--- src/rtl/matrix_key_pkg.sv ---
// Shared keypad constants and scan FSM state type; also used by the key-emulation side.
package matrix_key_pkg;

  localparam logic ROW_ACTIVE   = 1'b0;
  localparam logic ROW_INACTIVE = 1'b1;
  localparam logic COL_PRESSED  = 1'b0;
  localparam logic COL_RELEASED = 1'b1;

  typedef enum logic [1:0] {
    StIdle,
    StDrive,
    StSample,
    StUpdate
  } scan_state_e;

endpackage

--- src/rtl/key_col_sync.sv ---
// Two-flop synchronizer for the asynchronous column sense lines; resets to "released".
module key_col_sync
  import matrix_key_pkg::*;
#(
  parameter int unsigned WIDTH = 4
) (
  input  logic             clk,
  input  logic             rstn,
  input  logic [WIDTH-1:0] col_async,
  output logic [WIDTH-1:0] col_sync
);

  logic [WIDTH-1:0] meta_q, sync_q;

  always_ff @(posedge clk or negedge rstn) begin
    if (!rstn) begin
      meta_q <= {WIDTH{COL_RELEASED}};
      sync_q <= {WIDTH{COL_RELEASED}};
    end else begin
      meta_q <= col_async;
      sync_q <= meta_q;
    end
  end

  assign col_sync = sync_q;

endmodule

--- src/rtl/matrix_key_scan.sv ---
// Matrix keypad scanner: drives one row low at a time, samples synchronized columns and
// debounces whole-matrix frames. Define MATRIX_KEY_GHOST_FILTER_EN to reject ambiguous frames.
module matrix_key_scan
  import matrix_key_pkg::*;
#(
  parameter int unsigned ROW_NUM        = 4,
  parameter int unsigned COL_NUM        = 4,
  parameter int unsigned SETTLE_CYCLES  = 1000,
  parameter int unsigned DEBOUNCE_SCANS = 4
) (
  input  logic                       clk,
  input  logic                       rstn,
  input  logic                       scan_enable,
  output logic [ROW_NUM-1:0]         row,
  input  logic [COL_NUM-1:0]         col,
  output logic [ROW_NUM*COL_NUM-1:0] key_state,
  output logic                       key_change,
  output logic                       ghost_flag
);

  localparam int unsigned KeyNum = ROW_NUM * COL_NUM;
  localparam int unsigned IdxW   = (ROW_NUM > 1) ? $clog2(ROW_NUM) : 1;
  localparam int unsigned SetW   = $clog2(SETTLE_CYCLES);
  localparam int unsigned CntW   = $clog2(DEBOUNCE_SCANS + 1);

  scan_state_e       state_q, state_d;
  logic [IdxW-1:0]   idx_q;
  logic [SetW-1:0]   settle_q;
  logic [KeyNum-1:0] raw_q, prev_q, key_state_q;
  logic [CntW-1:0]   stable_q, stable_upd;
  logic              key_change_q;
  logic              frame_ok, settle_last, idx_last;
  logic [COL_NUM-1:0] col_sync;

  key_col_sync #(
    .WIDTH(COL_NUM)
  ) u_col_sync (
    .clk      (clk),
    .rstn     (rstn),
    .col_async(col),
    .col_sync (col_sync)
  );

  assign settle_last = (settle_q == SetW'(SETTLE_CYCLES - 1));
  assign idx_last    = (idx_q == IdxW'(ROW_NUM - 1));

  always_comb begin
    stable_upd = CntW'(1);
    if (raw_q == prev_q) begin
      stable_upd = (stable_q == CntW'(DEBOUNCE_SCANS)) ? stable_q : stable_q + 1'b1;
    end
  end

`ifdef MATRIX_KEY_GHOST_FILTER_EN
  // Two rows sharing two pressed columns cannot be resolved without diodes.
  function automatic logic frame_ambiguous(input logic [KeyNum-1:0] frame);
    logic               amb;
    logic [COL_NUM-1:0] common;
    amb = 1'b0;
    for (int r1 = 0; r1 < ROW_NUM; r1++) begin
      for (int r2 = r1 + 1; r2 < ROW_NUM; r2++) begin
        common = frame[r1*COL_NUM +: COL_NUM] & frame[r2*COL_NUM +: COL_NUM];
        if ($countones(common) >= 2) amb = 1'b1;
      end
    end
    return amb;
  endfunction

  logic ghost_q;

  assign frame_ok = !frame_ambiguous(raw_q);

  always_ff @(posedge clk or negedge rstn) begin
    if (!rstn) begin
      ghost_q <= 1'b0;
    end else if (state_q == StUpdate) begin
      ghost_q <= !frame_ok;
    end
  end

  assign ghost_flag = ghost_q;
`else
  assign frame_ok   = 1'b1;
  assign ghost_flag = 1'b0;
`endif

  always_ff @(posedge clk or negedge rstn) begin
    if (!rstn) begin
      state_q <= StIdle;
    end else begin
      state_q <= state_d;
    end
  end

  always_comb begin
    state_d = state_q;
    unique case (state_q)
      StIdle:   if (scan_enable) state_d = StDrive;
      StDrive: begin
        if (!scan_enable)     state_d = StIdle;
        else if (settle_last) state_d = StSample;
      end
      StSample: begin
        if (!scan_enable)  state_d = StIdle;
        else if (idx_last) state_d = StUpdate;
        else               state_d = StDrive;
      end
      StUpdate: state_d = scan_enable ? StDrive : StIdle;
      default:  state_d = StIdle;
    endcase
  end

  always_comb begin
    row = {ROW_NUM{ROW_INACTIVE}};
    if (state_q == StDrive || state_q == StSample) row[idx_q] = ROW_ACTIVE;
  end

  always_ff @(posedge clk or negedge rstn) begin
    if (!rstn) begin
      idx_q        <= '0;
      settle_q     <= '0;
      raw_q        <= '0;
      prev_q       <= '0;
      stable_q     <= '0;
      key_state_q  <= '0;
      key_change_q <= 1'b0;
    end else begin
      key_change_q <= 1'b0;
      unique case (state_q)
        StIdle: begin
          idx_q    <= '0;
          settle_q <= '0;
        end
        StDrive: begin
          if (!scan_enable) begin
            idx_q    <= '0;
            settle_q <= '0;
            stable_q <= '0;
          end else if (settle_last) begin
            settle_q <= '0;
          end else begin
            settle_q <= settle_q + 1'b1;
          end
        end
        StSample: begin
          if (!scan_enable) begin
            idx_q    <= '0;
            stable_q <= '0;
          end else begin
            raw_q[idx_q*COL_NUM +: COL_NUM] <= col_sync ~^ {COL_NUM{COL_PRESSED}};
            idx_q <= idx_last ? '0 : idx_q + 1'b1;
          end
        end
        StUpdate: begin
          idx_q <= '0;
          if (!frame_ok) begin
            stable_q <= '0;
          end else begin
            stable_q <= stable_upd;
            prev_q   <= raw_q;
            if (stable_upd >= CntW'(DEBOUNCE_SCANS) && raw_q != key_state_q) begin
              key_state_q  <= raw_q;
              key_change_q <= 1'b1;
            end
          end
        end
        default: idx_q <= '0;
      endcase
    end
  end

  assign key_state  = key_state_q;
  assign key_change = key_change_q;

endmodule
--- config.mk ---
export PLATFORM = sky130hd
export DESIGN_NAME = matrix_key_scan
export DESIGN_NICKNAME = d
export VERILOG_FILES = /design/src/rtl/matrix_key_pkg.sv /design/src/rtl/key_col_sync.sv /design/src/rtl/matrix_key_scan.sv
export SDC_FILE = /design/constraint.sdc
export NUM_CORES = 1
export LEC_CHECK = 0
export CORE_ASPECT_RATIO = 0.7
export CORE_MARGIN = 2
export CORE_UTILIZATION = 52
export CTS_BUF_LIST = sky130_fd_sc_hd__clkbuf_8 sky130_fd_sc_hd__clkbuf_16
export DETAILED_ROUTE_END_ITERATION = 8
export PLACE_DENSITY = 0.8
export SYNTH_ARGS = -nofsm -noshare
export SYNTH_HDL_FRONTEND = slang
export SYNTH_SLANG_ARGS = --single-unit
--- constraint.sdc ---
create_clock -name clk -period 2 [get_ports clk]
set_input_delay 0.6 -clock clk [delete_from_list [all_inputs] [get_ports clk]]
set_output_delay 0.6 -clock clk [all_outputs]
set_load 0.005 [all_outputs]
==> run_results.csv, run 1 <==
group,metric,value,unit
outcome,status,"finished with violations",
outcome,violations,"setup timing",
power,power_switching_share,0.327,
clock_tree,cts.reportedPaths.clkPinSlew,0.08,ns
floorplan,die-width,103,µm
place,port_buffers,27,
routing,dr_total_vias,2695,
routing,wire_per_inst,16.2,µm
timing,setup-tns-final,-0.0327,ns
global_routing,antenna_found_initial,0,
timing,setup_viol,2,
logic_synthesis,async_reset_ff_frac,1.00,
logic_synthesis,yosys.area.top_type,"dfrtp_1",
setup_path,end_kind,"register",
timing,period_minus_slack,2.02,ns
place,hpwlAfterDp,5600,µm
setup_path,reg2reg_from,"raw_q[7]",
power,vdd_drop_max,0.443,mV
clock_tree,clockRootBuffer,"clkbuf_8",
logic_synthesis,synth_area_per_cell,11.6,µm²
routing,drtIter0Drc,144,
floorplan,num_io_pins,29,
global_routing,grt_use_total,0.232,
setup_path,critPathKind,"reg -> reg",
power,p_int,0.00294,W
setup_path,rrSetupSlack,-0.02,ns
flow_run,max_cap_viol_count,0,
floorplan,rows,25,
timing,fin_ws,-0.0166,ns
timing,fmax,0.496,GHz
logic_synthesis,synth.top_cells.by_count,"dfrtp_1, nand2_1, xnor2_1",
setup_path,crit_start,"raw_q[7]",
finish,area_growth,28.1,%
clock_tree,h-tree-depth,3,
logic_synthesis,synth_edf_count,0,
clock_tree,numClockSinks,74,
setup_path,reg2regPathDepth,6,
logic_synthesis,netlist.area_leader.share,0.464,
routing,dr.pass1.iters,4,
power,netSwitchingPower,0.00143,W
floorplan,die_y,73.2,µm
min_path,hold_class,"in -> async",
clock_tree,cts_tree,"yes",
logic_synthesis,ys_seq_area_frac,0.524,
logic_synthesis,ys_ff_latch,74,
power,pwr-share-seq,0.402,
setup_path,r2r-end,"key_state[3]",
setup_path,cp.required,2.25,ns
logic_synthesis,syn_area,3560,µm²
place,gp_congestion,0.811,
logic_synthesis,synth_warnings,0,
timing,fin_crit_sh,1.01,
logic_synthesis,syn-num-nets,326,
timing,clock-skew-final,0.00932,ns
finish,stdcell_area,4560,µm²
clock_tree,clk_latency,0.35,ns
logic_synthesis,synth_ff_type,"dfrtp_1",
routing,post-route-drc-count,0,
global_routing,overflow,0,
setup_path,cp.arrival,2.26,ns
power,p_total,0.00437,W
finish,drive_above_1_share,0.332,
floorplan,core_area,6690,µm²
global_routing,grt_pass1_wl,13000,µm
clock_tree,cts_buffers,9,
power,p_comb_frac,0.337,
logic_synthesis,yosysMostFrequentCell,"dfrtp_1",
place,placed_area,4260,µm²
global_routing,first_global_vias,2613,
logic_synthesis,netlist_instances,306,
power,powerDensity,959,nW/µm²
logic_synthesis,synth_cell_types,38,
clock_tree,clock_path_buffers,2,
finish,n_antenna_cell,0,
timing,finalMaxSlewViolations,0,
floorplan,start_util,0.531,
timing,hold_viol_final,0,
timing,rsz0062_at_grt,"true",
logic_synthesis,synth_area_leaders,"dfrtp_1, xnor2_1, mux2_2",
floorplan,die-area,7530,µm²
routing,wirelength,7880,µm
routing,viasPerCell,5.56,
power,power_frac_clock,0.261,
setup_path,cp_max_fo,15,
routing,ant_nets,0,
power,total_leakage_power,2.01,nW
finish,nets,406,
setup_path,critPathLaunchType,"register",
global_routing,grt_max_degree,33,
[final cells by class]
cell class,count,area [µm²]
Fill cell,488,2140
Multi-Input combinational cell,216,1680
Tap cell,94,118
Sequential cell,74,1870
Inverter,9,33.8
Clock inverter,7,71.3
Timing Repair Buffer,76,664
Clock buffer,9,124
[per-layer routing]
| metal | track usage | up-vias | part of all wire |
|---|---|---|---|
| li1 | - | 1242 | - |
| met1 | 0.343 | 1354 | 0.50 |
| met2 | 0.333 | 79 | 0.43 |
| met3 | 0.0613 | 20 | 0.050 |
| met4 | 0.0746 | 0 | 0.017 |
| met5 | 0 | - | 0 |
[power by group through the flow]
stage          combinational [W]  sequential, W  clock, W
2_1_floorplan           0.000759        0.00176         0
5_1_grt                  0.00162        0.00178   0.00122
3_3_place_gp             0.00131        0.00176         0
3_5_place_dp             0.00135        0.00177         0
6_report                 0.00147        0.00176   0.00114
4_1_cts                  0.00145        0.00175   0.00116
[what timing repair did]
action	4_1_cts	5_1_grt
pin swaps	3	4
cloned	0	0
buffers inserted	3	1
endpoints found under the setup margin	19	20
gates resized for setup	20	13
hold buffers	0	0
[kinds of logic after synthesis]
group / Yosys count / share of synthesized area
AOI/OAI and AO/OA: 53 / 0.0859
and+or+nand+nor: 82 / 0.119
muxes: 35 / 0.121
adders and majority gates: 13 / 0.0457
DFF: 74 / 0.524
xor gates and xnor gates: 32 / 0.0788
buffers and inverters: 16 / 0.0246
other: 1 / 0.00105
[metrics by stage]
step | utilization | setup slack, ns | std cells | hold slack (ns)
4_1_cts | 0.677 | -0.0157 | 484 | 0.144
2_1_floorplan | - | 0.0507 | 306 | 0.304
3_3_place_gp | 0.636 | -0.0526 | 465 | 0.345
3_5_place_dp | 0.636 | -0.0768 | 465 | 0.348
6_report | 0.681 | -0.0166 | 485 | 0.150
5_1_grt | 0.681 | -0.0924 | 485 | 0.151
[cell usage in the layout (no fill, tap or decap), drive strengths merged, types with 2 or more instances in the layout]
master	count
dfrtp	66
buf	50
mux2	34
nand2	33
xnor2	32
o21ai	29
clkdlybuf4s50	22
ha	13
clkbuf	11
a21oi	10
nand3	10
nand4	10
nor2	10
inv	10
dfstp	8
and3	5
o41ai	4
or3	4
a31oi	3
clkinv	3
o31ai	2
nor2b	2
nor3b	2
nand2b	2
clkinvlp	2
clkdlybuf4s15	2
nor4	2
[worst max path at each step]
stage | endpoint | slack [ns]
floorplan | key_state[10] | 0.05
global placement | stable_q[1] | -0.05
detailed placement | settle_q[8] | -0.08
CTS | key_state[3] | -0.02
global route | key_state[4] | -0.09
finish | key_state[3] | -0.02
[registers in the layout (all words and copies together) (netlist names)]
register and cells:
u_col_sync.col_sync 4, u_col_sync.meta_q 4, settle_q 10, prev_q 16, key_state 16, key_change 1
raw_q 16, idx_q 2, state_q 2, stable_q 3
[critical path, cell delays in order, from the launching register on]
cell and delay (ns):
dfrtp_2 0.46, xnor2_2 0.14, nand4_1 0.20, nor4_4 0.31
and4b_1 0.28, buf_12 0.18, mux2_2 0.34
Note: power is estimated with default switching activity, not from simulation.
==> run 2, diff against run 1 <==
- REMOVE_ABC_BUFFERS: default -> 1
- clock period: 2 -> 1.7 ns (I/O delays scaled with it)
==> run_results.csv, run 2 (same netlist as run 1, synthesis figures left out) <==
group,metric,value,unit
global_routing,grtUsageMet2,0.450,
timing,period_minus_slack,2.10,ns
setup_path,rrSetupSlack,-0.40,ns
timing,finalMaxSlewViolations,0,
power,p_int,0.00387,W
min_path,hold_class,"in -> async",
setup_path,critPathLaunchType,"register",
clock_tree,cts_buffers,9,
global_routing,grt.busiest_layer,"met2",
floorplan,die-width,103,µm
power,powerDensity,1140,nW/µm²
setup_path,reg2reg_from,"raw_q[5]",
outcome,status,"finished with violations",
floorplan,die_y,73.2,µm
setup_path,cp_max_fo,5,
floorplan,start_util,0.531,
setup_path,end_kind,"register",
clock_tree,numClockSinks,74,
timing,fmax,0.476,GHz
setup_path,reg2regPathDepth,7,
global_routing,grt_pass1_wl,15300,µm
routing,dr.pass1.iters,5,
finish,nFillCells,392,
timing,rsz0062_at_grt,"true",
global_routing,use_met1,0.380,
global_routing,use_met3,0.0546,
power,netSwitchingPower,0.00203,W
clock_tree,h-tree-depth,3,
clock_tree,clockRootBuffer,"clkbuf_8",
power,p_total,0.00590,W
outcome,violations,"setup timing",
power,pwr-share-seq,0.356,
setup_path,path_common_cell,"buf_6",
place,hpwlAfterDp,6230,µm
finish,n_antenna_cell,0,
global_routing,first_global_vias,2945,
power,p_comb_frac,0.411,
floorplan,core_area,6690,µm²
floorplan,die-area,7530,µm²
finish,drive_above_1_share,0.500,
global_routing,overflow,0,
routing,ant_nets,0,
clock_tree,clk_latency,0.35,ns
routing,dr_total_vias,3084,
finish,nets,455,
clock_tree,cts_tree,"yes",
setup_path,critPathKind,"reg -> reg",
finish,fin_util,0.774,
place,gp_congestion,0.874,
floorplan,num_io_pins,29,
clock_tree,cts.reportedPaths.clkPinSlew,0.07,ns
power,vdd_drop_max,0.880,mV
finish,register_area,1870,µm²
power,power_frac_clock,0.233,
global_routing,antenna_found_initial,0,
setup_path,cpMaxStageDelayCell,"dfrtp_2",
setup_path,crit_cells,7,
routing,drtIter0Drc,388,
timing,setup_viol,23,
global_routing,grt_max_degree,75,
timing,hold_viol_final,0,
finish,layout.cells.most_common,"buf_4",
timing,fin_crit_sh,1.24,
setup_path,cp.required,1.93,ns
routing,wirelength,10500,µm
flow_run,max_cap_viol_count,0,
setup_path,crit_chain,"buf_6 -> xnor2_1 -> nand4_1 -> nor4_2 -> and4b_2 -> buf_6 -> mux2_4",
finish,stdcell_area,5180,µm²
setup_path,cp.arrival,2.33,ns
setup_path,critical_path_buf_inv_count,2,
place,port_buffers,27,
timing,setup-tns-final,-6.89,ns
place,post-place-ws,-0.405,ns
routing,wire_per_inst,19.6,µm
place,placed_area,4450,µm²
finish,multi_input_area,1930,µm²
setup_path,max_stage_delay,0.47,ns
timing,clock-skew-final,0.0110,ns
power,power_switching_share,0.344,
clock_tree,cts_hold_buffers,0,
routing,viasPerCell,5.78,
floorplan,rows,25,
finish,area_growth,45.7,%
setup_path,r2r-end,"key_state[15]",
setup_path,crit_family,"simple AND/OR/NAND/NOR gates",
routing,post-route-drc-count,0,
timing,fin_ws,-0.403,ns
finish,final_cell_mix,"buf_4, dfrtp_1, nand2_1, xnor2_1",
clock_tree,clock_path_buffers,2,
global_routing,grt_use_total,0.276,
power,total_leakage_power,2.42,nW
==> run 2: changes by cell type in the layout (fill, tap and decap cells not counted), sizes merged <==
cell	delta
inv	+2
buf	+51
clkinvlp	-2
clkinv	-2
dlygate4sd2	+11
clkdlybuf4s50	-17
dlymetal6s2s	+1
clkdlybuf4s15	+1
a41o	+1
clkbuf	+3
==> run 2: power by group through the flow <==
stage,registers [W],clock network (W),logic (W)
floorplan,0.00208,0,0.000884
global placement,0.00208,0,0.00159
detailed placement,0.00210,0,0.00166
CTS,0.00208,0.00138,0.00193
global route,0.00212,0.00146,0.00257
finish,0.00210,0.00137,0.00243
==> run 2: routing by layer <==
metal  vias up  part of all wire  wire length [µm]
met5         -                 0                 0
met3        37             0.068               714
met2       178              0.47              4900
met4         0             0.029               305
met1      1529              0.44              4570
li1       1340                 -                 -
==> run 2: worst register-to-register path: stages, from the launching register on <==
cell	delay, ns
dfrtp_2	0.47
buf_6	0.14
xnor2_1	0.14
nand4_1	0.14
nor4_2	0.32
and4b_2	0.32
buf_6	0.16
mux2_4	0.30
==> run 2: stage by stage <==
step	cells	hold slack [ns]
floorplan	299	0.214
global placement	493	0.346
detailed placement	493	0.348
CTS	522	0.199
global route	534	0.215
finish	534	0.175
==> run 2: layout make-up <==
cell class                 instances  area share
clock buffer                      11      0.0292
clock inverter                     5     0.00894
inverter                           9     0.00652
multi-input combinational        217       0.373
sequential                        74       0.361
tap                               94      0.0227
timing repair buffer             124       0.199
==> run 2: worst max-delay path by stage <==
stage | from | endpoint | slack, ns
2_1_floorplan | raw_q[14] | key_state[0] | -0.54
3_3_place_gp | raw_q[5] | key_state[11] | -0.32
3_5_place_dp | raw_q[2] | key_state[2] | -0.41
4_1_cts | raw_q[15] | key_state[10] | -0.33
5_1_grt | raw_q[5] | key_state[4] | -0.45
6_report | raw_q[5] | key_state[15] | -0.40
==> run 2: what timing repair did <==
action,in CTS,in global routing
cloned,0,1
endpoints found under the setup margin,53,59
buffers inserted,14,15
pin swaps,10,13
resized for setup,73,75
==> run 3, diff against run 2 <==
- CAP_MARGIN: default -> 20
- SKIP_LAST_GASP: default -> 1
==> run_results.csv, run 3 (same netlist as run 1, synthesis figures left out) <==
group,metric,value,unit
floorplan,num_io_pins,29,
setup_path,r2r-end,"key_state[2]",
floorplan,start_util,0.531,
routing,viasPerCell,5.72,
setup_path,critical_path_buf_inv_count,2,
power,vdd_drop_max,0.881,mV
setup_path,cp.required,1.94,ns
timing,setup-tns-final,-6.79,ns
flow_run,max_cap_viol_count,0,
timing,clock-skew-final,0.00894,ns
floorplan,die-width,103,µm
setup_path,crit_chain,"buf_6 -> xnor2_1 -> nand4_1 -> nor4_2 -> and4b_2 -> buf_6 -> mux2_4",
clock_tree,clock_path_buffers,2,
setup_path,reg2regPathDepth,7,
global_routing,grt_use_total,0.276,
clock_tree,h-tree-depth,3,
setup_path,reg2reg_from,"raw_q[5]",
clock_tree,numClockSinks,74,
setup_path,endpoint,"key_state[2]",
timing,setup_viol,24,
setup_path,crit_cells,7,
clock_tree,cts_hold_buffers,0,
finish,drive_above_1_share,0.500,
clock_tree,clockRootBuffer,"clkbuf_8",
timing,fin_ws,-0.392,ns
place,gp_congestion,0.874,
setup_path,cpMaxStageDelayCell,"dfrtp_2",
finish,n_antenna_cell,0,
routing,dr.pass1.iters,6,
routing,wirelength,10500,µm
clock_tree,cts_tree,"yes",
floorplan,core_area,6690,µm²
global_routing,grt_max_degree,75,
outcome,violations,"setup timing",
setup_path,path_common_cell,"buf_6",
timing,fin_crit_sh,1.23,
outcome,status,"finished with violations",
timing,finalMaxSlewViolations,0,
routing,ant_nets,0,
timing,hold_viol_final,0,
setup_path,crit_start,"raw_q[5]",
finish,area_growth,45.5,%
place,hpwlAfterDp,6230,µm
timing,rsz0062_at_grt,"true",
finish,final_cell_mix,"buf_4, dfrtp_1, nand2_1, xnor2_1",
floorplan,die-area,7530,µm²
global_routing,grt_pass1_wl,15300,µm
global_routing,antenna_found_initial,0,
routing,dr_total_vias,3057,
clock_tree,cts_buffers,9,
finish,layout.cells.most_common,"buf_4",
place,port_buffers,27,
global_routing,first_global_vias,2945,
setup_path,cp.arrival,2.33,ns
routing,wire_per_inst,19.7,µm
setup_path,critPathKind,"reg -> reg",
timing,whs,0.167,ns
clock_tree,clk_latency,0.35,ns
setup_path,crit_family,"simple AND/OR/NAND/NOR gates",
floorplan,die_y,73.2,µm
floorplan,rows,25,
power,p_total,0.00587,W
global_routing,overflow,0,
setup_path,end_kind,"register",
timing,period_minus_slack,2.09,ns
setup_path,critPathLaunchType,"register",
min_path,hold_class,"in -> async",
timing,fmax,0.478,GHz
setup_path,max_stage_delay,0.47,ns
setup_path,rrSetupSlack,-0.39,ns
power,total_leakage_power,2.41,nW
clock_tree,cts.reportedPaths.clkPinSlew,0.07,ns
routing,drtIter0Drc,334,
routing,post-route-drc-count,0,
finish,nets,455,
power,powerDensity,1130,nW/µm²
setup_path,cp_max_fo,6,
run 3: worst min path at each step:
stage	start	to	slack, ns	depth (start not counted)
floorplan	rstn	idx_q[0]	0.21	0
global placement	u_col_sync.meta_q[3]	u_col_sync.col_sync[3]	0.35	0
detailed placement	u_col_sync.meta_q[0]	u_col_sync.col_sync[0]	0.35	0
CTS	rstn	key_state[5]	0.20	2
global route	rstn	key_state[12]	0.21	2
finish	rstn	key_state[12]	0.17	2
run 3: area by class of cell:
type,count,area [µm²]
multi-input combinational,217,1930
clock buffer,11,151
inverter,9,33.8
tap,94,118
timing repair buffer,124,1020
sequential,74,1870
clock inverter,5,46.3
fill,393,1520
run 3: metrics by stage:
stage | util | setup WS [ns] | cells | cell area (µm²)
3_3_place_gp | 0.664 | -0.322 | 493 | 4450
4_1_cts | 0.726 | -0.332 | 522 | 4860
5_1_grt | 0.773 | -0.450 | 534 | 5170
6_report | 0.773 | -0.392 | 534 | 5170
2_1_floorplan | - | -0.545 | 299 | 3500
3_5_place_dp | 0.664 | -0.405 | 493 | 4450
run 3: timing repair:
item	4_1_cts	5_1_grt
gates resized for setup	73	73
endpoints found under the setup margin	53	59
buffers inserted	14	15
pin swaps	10	13
cloned	0	1
run 3: per-layer routing:
layer / part of all wire / vias to the layer above / track usage
met5: 0 / - / 0
met4: 0.028 / 0 / 0.0833
met3: 0.078 / 37 / 0.0546
met2: 0.46 / 179 / 0.450
met1: 0.43 / 1500 / 0.380
li1: - / 1341 / -
run 3: worst register-to-register path, cell delays in order, from the launching register on:
cell,delay [ns]
dfrtp_2,0.47
buf_6,0.14
xnor2_1,0.14
nand4_1,0.14
nor4_2,0.31
and4b_2,0.32
buf_6,0.16
mux2_4,0.30
run 3: power by group:
| part | switching (W) | leakage, nW | internal (W) |
|---|---|---|---|
| sequential | 0.000174 | 0.981 | 0.00192 |
| combinational | 0.00119 | 1.31 | 0.00120 |
| clock | 0.000647 | 0.113 | 0.000741 |
